$ cat config.mk
export PLATFORM = sky130hd
export DESIGN_NAME = memory_stage
export DESIGN_NICKNAME = d
export VERILOG_FILES = /design/src/rtl/y86_pkg.sv /design/src/rtl/mem_access_ctrl.sv /design/src/rtl/memory_stage.sv
export SDC_FILE = /design/constraint.sdc
export NUM_CORES = 1
export LEC_CHECK = 0
export CORE_AREA = 10 10 209 211
export DETAILED_ROUTE_END_ITERATION = 8
export DIE_AREA = 0 0 219 221
export GPL_ROUTABILITY_DRIVEN = 0
export PLACE_DENSITY = 0.58
export SLEW_MARGIN = 20
export SYNTH_ARGS = -nofsm -noshare
export SYNTH_HDL_FRONTEND = slang
export SYNTH_HIERARCHICAL = 1
export SYNTH_SLANG_ARGS = --single-unit
export TNS_END_PERCENT = 20
$ cat constraint.sdc
create_clock -name clk -period 8.9 [get_ports clk]
set_input_delay 1.78 -clock clk [delete_from_list [all_inputs] [get_ports clk]]
set_output_delay 1.78 -clock clk [all_outputs]
set_load 0.005 [all_outputs]
$ cat src/rtl/y86_pkg.sv
`default_nettype none
// ============================================================================
//  Module      : y86_pkg
//  Description : Shared Y86-64 icode/status encodings and memory-stage types.
//  Revision    : 1.0  initial release
// ============================================================================
package y86_pkg;

    localparam logic [3:0] I_HALT   = 4'h0;
    localparam logic [3:0] I_NOP    = 4'h1;
    localparam logic [3:0] I_RRMOVQ = 4'h2;
    localparam logic [3:0] I_IRMOVQ = 4'h3;
    localparam logic [3:0] I_RMMOVQ = 4'h4;
    localparam logic [3:0] I_MRMOVQ = 4'h5;
    localparam logic [3:0] I_OPQ    = 4'h6;
    localparam logic [3:0] I_JXX    = 4'h7;
    localparam logic [3:0] I_CALL   = 4'h8;
    localparam logic [3:0] I_RET    = 4'h9;
    localparam logic [3:0] I_PUSHQ  = 4'hA;
    localparam logic [3:0] I_POPQ   = 4'hB;

    localparam logic [3:0] STAT_AOK = 4'h1;
    localparam logic [3:0] STAT_HLT = 4'h2;
    localparam logic [3:0] STAT_ADR = 4'h3;
    localparam logic [3:0] STAT_INS = 4'h4;

    localparam logic [3:0] REG_NONE = 4'hF;

    typedef enum logic [0:0] {
        ST_IDLE = 1'b0,
        ST_WAIT = 1'b1
    } mem_state_e;

    function automatic logic is_mem_write(input logic [3:0] icode);
        return (icode == I_RMMOVQ) || (icode == I_PUSHQ) || (icode == I_CALL);
    endfunction

    function automatic logic is_mem_read(input logic [3:0] icode);
        return (icode == I_MRMOVQ) || (icode == I_POPQ) || (icode == I_RET);
    endfunction

endpackage
`default_nettype wire

$ cat src/rtl/mem_access_ctrl.sv
`default_nettype none
// ============================================================================
//  Module      : mem_access_ctrl
//  Description : Req/ack handshake FSM with timeout for the data-memory port.
//  Revision    : 1.0  initial release
// ============================================================================
module mem_access_ctrl
    import y86_pkg::*;
#(
    parameter int TIMEOUT = 16
) (
    input  logic clk,
    input  logic rst_n,
    input  logic start,
    input  logic ack,
    output logic req,
    output logic done,
    output logic timeout,
    output logic stall
);

    localparam int             CW       = $clog2(TIMEOUT) + 1;
    localparam logic [CW-1:0]  CNT_LAST = CW'(TIMEOUT - 1);

    mem_state_e     state_q, state_d;
    logic [CW-1:0]  cnt_q,   cnt_d;

    always_comb begin
        state_d = state_q;
        cnt_d   = cnt_q;
        req     = 1'b0;
        done    = 1'b0;
        timeout = 1'b0;
        stall   = 1'b0;
        case (state_q)
            ST_IDLE: begin
                if (start) begin
                    req = 1'b1;
                    if (ack) begin
                        done = 1'b1;
                    end else begin
                        stall   = 1'b1;
                        state_d = ST_WAIT;
                        cnt_d   = CW'(1);
                    end
                end
            end
            ST_WAIT: begin
                if (ack) begin
                    req     = 1'b1;
                    done    = 1'b1;
                    state_d = ST_IDLE;
                    cnt_d   = '0;
                end else if (cnt_q == CNT_LAST) begin
                    // Give up: request withdrawn, caller reports ADR.
                    done    = 1'b1;
                    timeout = 1'b1;
                    state_d = ST_IDLE;
                    cnt_d   = '0;
                end else begin
                    req   = 1'b1;
                    stall = 1'b1;
                    cnt_d = cnt_q + CW'(1);
                end
            end
            default: begin
                state_d = ST_IDLE;
                cnt_d   = '0;
            end
        endcase
    end

    always_ff @(posedge clk or negedge rst_n) begin
        if (!rst_n) begin
            state_q <= ST_IDLE;
            cnt_q   <= '0;
        end else begin
            state_q <= state_d;
            cnt_q   <= cnt_d;
        end
    end

endmodule
`default_nettype wire

$ cat src/rtl/memory_stage.sv
`default_nettype none
// ============================================================================
//  Module      : memory_stage
//  Description : Y86-64 memory stage: data access, forwarding, W register.
//  Revision    : 1.0  initial release
// ============================================================================
module memory_stage
    import y86_pkg::*;
#(
    parameter int MEM_BYTES = 8192,
    parameter int TIMEOUT   = 16
) (
    input  logic        clk,
    input  logic        rst_n,
    input  logic [3:0]  M_stat,
    input  logic [3:0]  M_icode,
    input  logic        M_cnd,
    input  logic [63:0] M_valE,
    input  logic [63:0] M_valA,
    input  logic [3:0]  M_dstE,
    input  logic [3:0]  M_dstM,
    input  logic        W_stall,
    input  logic        W_bubble,
    output logic        dmem_req,
    output logic        dmem_we,
    output logic [63:0] dmem_addr,
    output logic [63:0] dmem_wdata,
    input  logic        dmem_ack,
    input  logic [63:0] dmem_rdata,
    output logic [63:0] m_valM,
    output logic [3:0]  m_stat,
    output logic        m_stall,
    output logic [3:0]  W_stat,
    output logic [3:0]  W_icode,
    output logic [63:0] W_valE,
    output logic [63:0] W_valM,
    output logic [3:0]  W_dstE,
    output logic [3:0]  W_dstM
);

    localparam logic [63:0] ADDR_MAX = 64'(MEM_BYTES - 8);

    logic        is_wr, is_rd, adr_err, mem_op, start;
    logic        acc_done, acc_timeout;
    logic [63:0] addr;
    logic        unused_cnd;

    assign unused_cnd = M_cnd;

    always_comb begin
        is_wr   = is_mem_write(M_icode);
        is_rd   = is_mem_read(M_icode);
        addr    = ((M_icode == I_POPQ) || (M_icode == I_RET)) ? M_valA : M_valE;
        adr_err = (is_wr || is_rd) && (addr > ADDR_MAX);
        mem_op  = (is_wr || is_rd) && (M_stat == STAT_AOK) && !adr_err;
        // Gating with rst_n makes the request vanish the instant reset asserts.
        start   = mem_op && rst_n;
    end

    mem_access_ctrl #(
        .TIMEOUT (TIMEOUT)
    ) u_ctrl (
        .clk     (clk),
        .rst_n   (rst_n),
        .start   (start),
        .ack     (dmem_ack),
        .req     (dmem_req),
        .done    (acc_done),
        .timeout (acc_timeout),
        .stall   (m_stall)
    );

    assign dmem_we    = is_wr;
    assign dmem_addr  = addr;
    assign dmem_wdata = M_valA;

    always_comb begin
        m_valM = (acc_done && !acc_timeout && is_rd) ? dmem_rdata : 64'd0;
        if (M_stat != STAT_AOK)
            m_stat = M_stat;
        else if (adr_err || acc_timeout)
            m_stat = STAT_ADR;
        else
            m_stat = M_stat;
    end

    logic [3:0]  W_stat_q,  W_stat_d;
    logic [3:0]  W_icode_q, W_icode_d;
    logic [63:0] W_valE_q,  W_valE_d;
    logic [63:0] W_valM_q,  W_valM_d;
    logic [3:0]  W_dstE_q,  W_dstE_d;
    logic [3:0]  W_dstM_q,  W_dstM_d;

    always_comb begin
        W_stat_d  = W_stat_q;
        W_icode_d = W_icode_q;
        W_valE_d  = W_valE_q;
        W_valM_d  = W_valM_q;
        W_dstE_d  = W_dstE_q;
        W_dstM_d  = W_dstM_q;
        if (!W_stall) begin
            if (W_bubble || m_stall) begin
                W_stat_d  = STAT_AOK;
                W_icode_d = I_NOP;
                W_valE_d  = 64'd0;
                W_valM_d  = 64'd0;
                W_dstE_d  = REG_NONE;
                W_dstM_d  = REG_NONE;
            end else begin
                W_stat_d  = m_stat;
                W_icode_d = M_icode;
                W_valE_d  = M_valE;
                W_valM_d  = m_valM;
                W_dstE_d  = M_dstE;
                W_dstM_d  = M_dstM;
            end
        end
    end

    always_ff @(posedge clk or negedge rst_n) begin
        if (!rst_n) begin
            W_stat_q  <= STAT_AOK;
            W_icode_q <= I_NOP;
            W_valE_q  <= 64'd0;
            W_valM_q  <= 64'd0;
            W_dstE_q  <= REG_NONE;
            W_dstM_q  <= REG_NONE;
        end else begin
            W_stat_q  <= W_stat_d;
            W_icode_q <= W_icode_d;
            W_valE_q  <= W_valE_d;
            W_valM_q  <= W_valM_d;
            W_dstE_q  <= W_dstE_d;
            W_dstM_q  <= W_dstM_d;
        end
    end

    assign W_stat  = W_stat_q;
    assign W_icode = W_icode_q;
    assign W_valE  = W_valE_q;
    assign W_valM  = W_valM_q;
    assign W_dstE  = W_dstE_q;
    assign W_dstM  = W_dstM_q;

endmodule
`default_nettype wire

# Yosys cells after proc, flatten, opt, wreduce, memory -nomap -nowiden
# Cells that the tools add are included.
# word_totals
regBits	150
out_inout_bits	343
# classes
n_addsub	1
magnitude_cmp	1
eq_ne	11
muxes	30
bitwise	1
reduce_logical	17
# op_table
operator	n
64-bit two-way mux	4
64-bit by 13-bit > comparator with 1-bit output, second input constant	1
4-bit two-way mux	6
5-bit two-way mux	4
4-bit == test, second input constant	4
1-bit two-way mux	12
5-bit one-hot mux with 2 select lines	1
4-bit by 3-bit == test with 1-bit output, second input constant	2
1-bit logical OR	8
1-bit logical AND	6
1-bit one-hot mux with 2 select lines	3
5-bit by 1-bit adder with 5-bit output, second input constant	1
5-bit by 4-bit == test with 1-bit output, second input constant	1
4-bit by 1-bit == test with 1-bit output, second input constant	1
2-bit != test, second input constant	2
4-bit by 1-bit != test with 1-bit output, second input constant	1
1-bit logical NOT	2
2-bit AND reduction	1
1-bit NOT	1

# Logic depth before layout (Yosys ltp)
# depth
depth_word	14
depth_mapped	12

# Cells and area by module
# Netlist, hierarchy kept.
# by_module_without_submodules
module	n_inst	cells_each	area_each_um2	seq_area_each_um2
memory_stage	1	612	7378.3	3616.0
mem_access_ctrl	1	30	325.3	150.1

# Least setup slack after synthesis
# OpenSTA, ideal clock, no wires.
# synth_path
path_type	input to output
from	input M_valA[28]
to	output m_valM[10]
arrival_time_ns	3.666
setup_slack_ns	3.454
stages	11
n_path_buf	1
cell_sequence	nor4_1 > nand4_1 > nor4_1 > o22a_1 > and4b_1 > nor2_1 > nor2_1 > nand2_1 > nor3_4 > buf_6 > and2_4
# synth_between
elab_chain_len	11
# synth_lines
item	line_no	rtl
from (decl)	memory_stage.sv:19	input logic [63:0] M_valA,
64-bit two-way mux	memory_stage.sv:53	addr = ((M_icode == I_POPQ) || (M_icode == I_RET)) ? M_valA : M_valE;
64-bit by 13-bit > comparator with 1-bit output	memory_stage.sv:54	adr_err = (is_wr || is_rd) && (addr > ADDR_MAX);
1-bit logical AND	memory_stage.sv:54	
1-bit logical NOT	memory_stage.sv:55	mem_op = (is_wr || is_rd) && (M_stat == STAT_AOK) && !adr_err;
1-bit logical AND	memory_stage.sv:55	
1-bit logical AND	memory_stage.sv:57	start = mem_op && rst_n;
net start	memory_stage.sv:43	logic is_wr, is_rd, adr_err, mem_op, start;
1-bit two-way mux	mem_access_ctrl.sv:37	if (start) begin
1-bit one-hot mux with 2 select lines	mem_access_ctrl.sv:35	case (state_q)
net acc_done	memory_stage.sv:44	logic acc_done, acc_timeout;
1-bit logical AND (2 in series)	memory_stage.sv:78	m_valM = (acc_done && !acc_timeout && is_rd) ? dmem_rdata : 64'd0;
64-bit two-way mux	memory_stage.sv:78	
to (decl)	memory_stage.sv:30	output logic [63:0] m_valM,
# The timed path passes the listed nets, and every way through them passes these cells.

# Final worst setup path
# layout_path
from	input M_valA[20]
to	output m_valM[1]
# Same word-level chain as after synthesis.

==> metrics.md <==
| Metric | Value |
|---|---|
| Status | completed |
| Input/output buffers | roughly 560 |
| Area growth syn-to-layout | 80.2% |
| Largest family of logic cells by synthesized area | compound AO/OA/AOI/OAI gates |
| Warnings, synthesis | 6 |
| Initial Util | between 10% and 20% |
| Syn Area/Cell | ~12 µm² |
| Final setup vio count | 0 |
| Arr. time, crit path | ~6.2 ns |
| Worst-path clk slew | 0.07 ns |
| Worst skew pair latency | 0.43 ns |
| Wire length on met2 | ~19 mm |
| Met3 wire len | about 3.4 mm |
| Fin crit period | approximately 8 ns |
| Total power | 1.88 mW |
| Die H | ~220 µm |
| H-Tree Depth | 4 |
| Post-synth EDFFs | 0 |
| Wire length per cell | between 20 and 25 µm |
| Placed cell areas | ~13000 µm² |
| GRT Total Usage | ~15% |
| # rows | 73 |
| Compound-gate portion of the synthesized area | approximately 18% |
| Remaining Overflow, GRT | 0 |
| Register share of total power | between 30% and 40% |
| Initial antenna violation count | 0 |
| Die footprint | approximately 48000 µm² |
| Top Layer Used | met4 |
| Post-Synth XOR/XNOR Area | less than 1% |
| Vias per inst | 4.30 |
| # nets final | roughly 1300 |
| Worst vdd ir | roughly 120 µV |
| Post-Synth Simple-Gate Area | between 10% and 20% |
| CP Launch Type | input port |
| Critical path peak fanout | 64 |
| Final Hold Viols | 0 |
| DRC | 0 |
| Post-Layout Cell Count | between 1500 and 2000 |
| Clock buffer depth | 2 |
| Part of the cycle the worst path needs | roughly 90% |
| Num CTS Buffers | 17 |
| Die extent in x | approximately 220 µm |
| Slowest cell on crit path | nor4_1 |
| Pin count of the biggest net entering global routing | 81 |
| Static leakage | around 5.7 nW |
| #FFs+latches synth | 150 |
| Post-CTS setup buffers | 0 |
| Slew Viols, Final | 0 |
| Ys async rst share | 100% |
| Critical Path Max Stage Delay | approximately 0.7 ns |
| Setup TNS | 0 ns |
| Number of global-route vias before repair | just under 8000 |
| Int Power | approximately 1.4 mW |
| Placed cell count | 1620 |
| ANT cells | 0 |
| Post-cts sizing count | 0 |
| Clock Sinks | 150 |
| Routed Antenna Nets | 0 |
| CP required | roughly 7 ns |
| First-pass GRT wire length | around 56 mm |
| Mux share of post-synthesis cell area | a little under a tenth |
| Setup crit end kind | output port |
| Sequential cell area | about 3800 µm² |
| Cell count after synthesis | about 640 |
| FMAX | 125 MHz |
| Final hold slack | 0.464 ns |
| Via count | around 7100 |
| PD cells | roughly 140 nW/µm² |
| Hpwl dp | 30.8 mm |
| Post-Synth Adder-Cell Area | 0.162% |
| Routed wire length | around 38 mm |
| Worst-path cell chain | clkdlybuf4s50_1, nor4_1, nand4_1, nor4_1, o22a_1, and4b_1, nor2_1, nor2_1, nand2_1, nor3_4, buf_4, and2_2, clkdlybuf4s50_1 |
| Root Buffer | clkbuf_16 |
| Clock share of power | approximately two fifths |
| Fin area | about 14000 µm² |
| Psw | 484 µW |
| Yosys cell types | 43 |
| Synthesized area | between 7000 and 8000 µm² |
| Logic pwr share | 20.5% |
| Worst Clk Skew | 0.0118 ns |
| DRT Pass-1 Iters | 4 |
| CTS tree | done |
| Core footprint | 39500 µm² |
| Total of max-cap violations | 0 |
| RSZ-0062 raised after global routing | false |
| Most used DFF post-synth | dfrtp_1 |
| DRT met1 WL | 15.4 mm |
| Share of cells above drive strength 1 | between 20% and 30% |
| Syn nets | 857 |
| I/O Pins | 557 |
| Multi-input logic area | ~3200 µm² |
| Hold Crit Class | flip-flop to flip-flop |
| Worst-Margin Slew | 0.903 ns |
| # fillers | slightly below 4000 |
| Switching share of power | roughly a quarter |
| Post-synthesis sequential area ratio | 48.9% |
| Relative slew margins | roughly 40% |
| Initial DRC Count | 405 |
| CTS Hold Buffers Added | 0 |
| Kind of critical path | input port to output port |
==> cells in the final DEF (no fill, tap or decap), types with 3 or more instances in the layout <==
cell / instances
a21oi_1: 13
clkinv_2: 3
mux2_2: 64
and2_2: 4
inv_6: 3
nor4_1: 27
nor2_1: 19
nand2_1: 5
and2_4: 60
a22o_1: 81
a22o_2: 53
nor3_1: 6
clkdlybuf4s50_1: 553
clkbuf_16: 17
buf_4: 10
clkinvlp_4: 3
bufinv_16: 3
dfrtp_1: 140
inv_1: 11
nor3b_1: 3
dfstp_2: 10
nand4_1: 9
==> power by group through the flow <==
stage | logic (mW) | clock network [mW] | registers (mW)
floorplan | 0.104 | 0 | 0.742
global placement | 0.391 | 0 | 0.740
detailed placement | 0.390 | 0 | 0.740
CTS | 0.393 | 0.797 | 0.728
global route | 0.410 | 0.822 | 0.732
finish | 0.385 | 0.767 | 0.728
==> critical path: cells and delay by family <==
| family | cells | cell delay (ns) |
|---|---|---|
| AND/OR/NAND/NOR | 9 | 2.42 |
| AO/OA/AOI/OAI | 1 | 0.29 |
| buffers and inverters | 3 | 1.64 |
==> routing by layer <==
layer	GRT usage, %	vias to the layer above
li1	-	3266
met1	17.9	3481
met2	25.6	327
met3	5.69	33
met4	4.46	0
met5	0	-
==> cell families after synthesis <==
| group | count (synthesis) |
|---|---|
| XOR/XNOR | 1 |
| multiplexers | 65 |
| AND/OR/NAND/NOR | 148 |
| adder cells (fa/ha/maj) | 1 |
| flip-flops | 150 |
| AO/OA/AOI/OAI | 155 |
| buffers and inverters | 122 |
==> through the flow <==
step | worst slack [ns] | util [%]
after floorplan | 3.45 | -
after global placement | 0.986 | 33.6
after detailed placement | 0.968 | 33.6
after CTS | 0.957 | 35.2
after global routing | 0.561 | 35.2
final | 0.919 | 35.2
==> sequential cells by signal, summed over array words and instances, names as in the netlist <==
signal,count
W_stat,4
W_valM,64
W_dstE,4
W_valE,64
W_dstM,4
u_ctrl/cnt_q,5
u_ctrl/state_q,1
W_icode,4
==> cell usage after synthesis (2+ instances only) <==
master    instances  area share (%)
a21oi_1          13            0.84
a22o_1           81             9.2
a22o_2           53             6.9
and2_2            4            0.39
and2_4           60             6.8
buf_2            14            0.91
buf_4            64             6.2
buf_6             6            0.88
clkbuf_1         26             1.3
dfrtp_1         140              45
dfstp_2          10             3.4
inv_1            11            0.54
mux2_2           64             9.4
nand2_1           5            0.24
nand4_1           9            0.73
nor2_1           19            0.93
nor2b_1           2            0.16
nor3_1            6            0.39
nor3b_1           3            0.29
nor4_1           27             2.2
o31ai_1           2            0.19
or3_1             2            0.16
==> path summary, 6_finish.rpt <==
| path | start | end | slack, ns | depth (start not counted) |
|---|---|---|---|---|
| max in group asynchronous | rst_n | W_valM[15] | 6.48 | 2 |
| min in group asynchronous | rst_n | W_valE[23] | 1.33 | 1 |
| min | W_dstM[1] | W_dstM[1] | 0.46 | 2 |
| max | M_valA[20] | m_valM[1] | 0.92 | 13 |
| min reg2reg | W_dstM[1] | W_dstM[1] | 0.46 | 2 |
| max reg2reg | u_ctrl/cnt_q[0] | W_valE[15] | 5.74 | 8 |
==> layout make-up <==
class                   count  area share [%]
clock buffers              18            3.16
clock inverters            14            1.25
inverters                  11           0.297
multi-input cells         370            22.9
flip-flops and latches    150            27.1
well taps                 525            4.73
repair buffers            564            40.5
No activity file was read; power rests on OpenSTA's default activity.
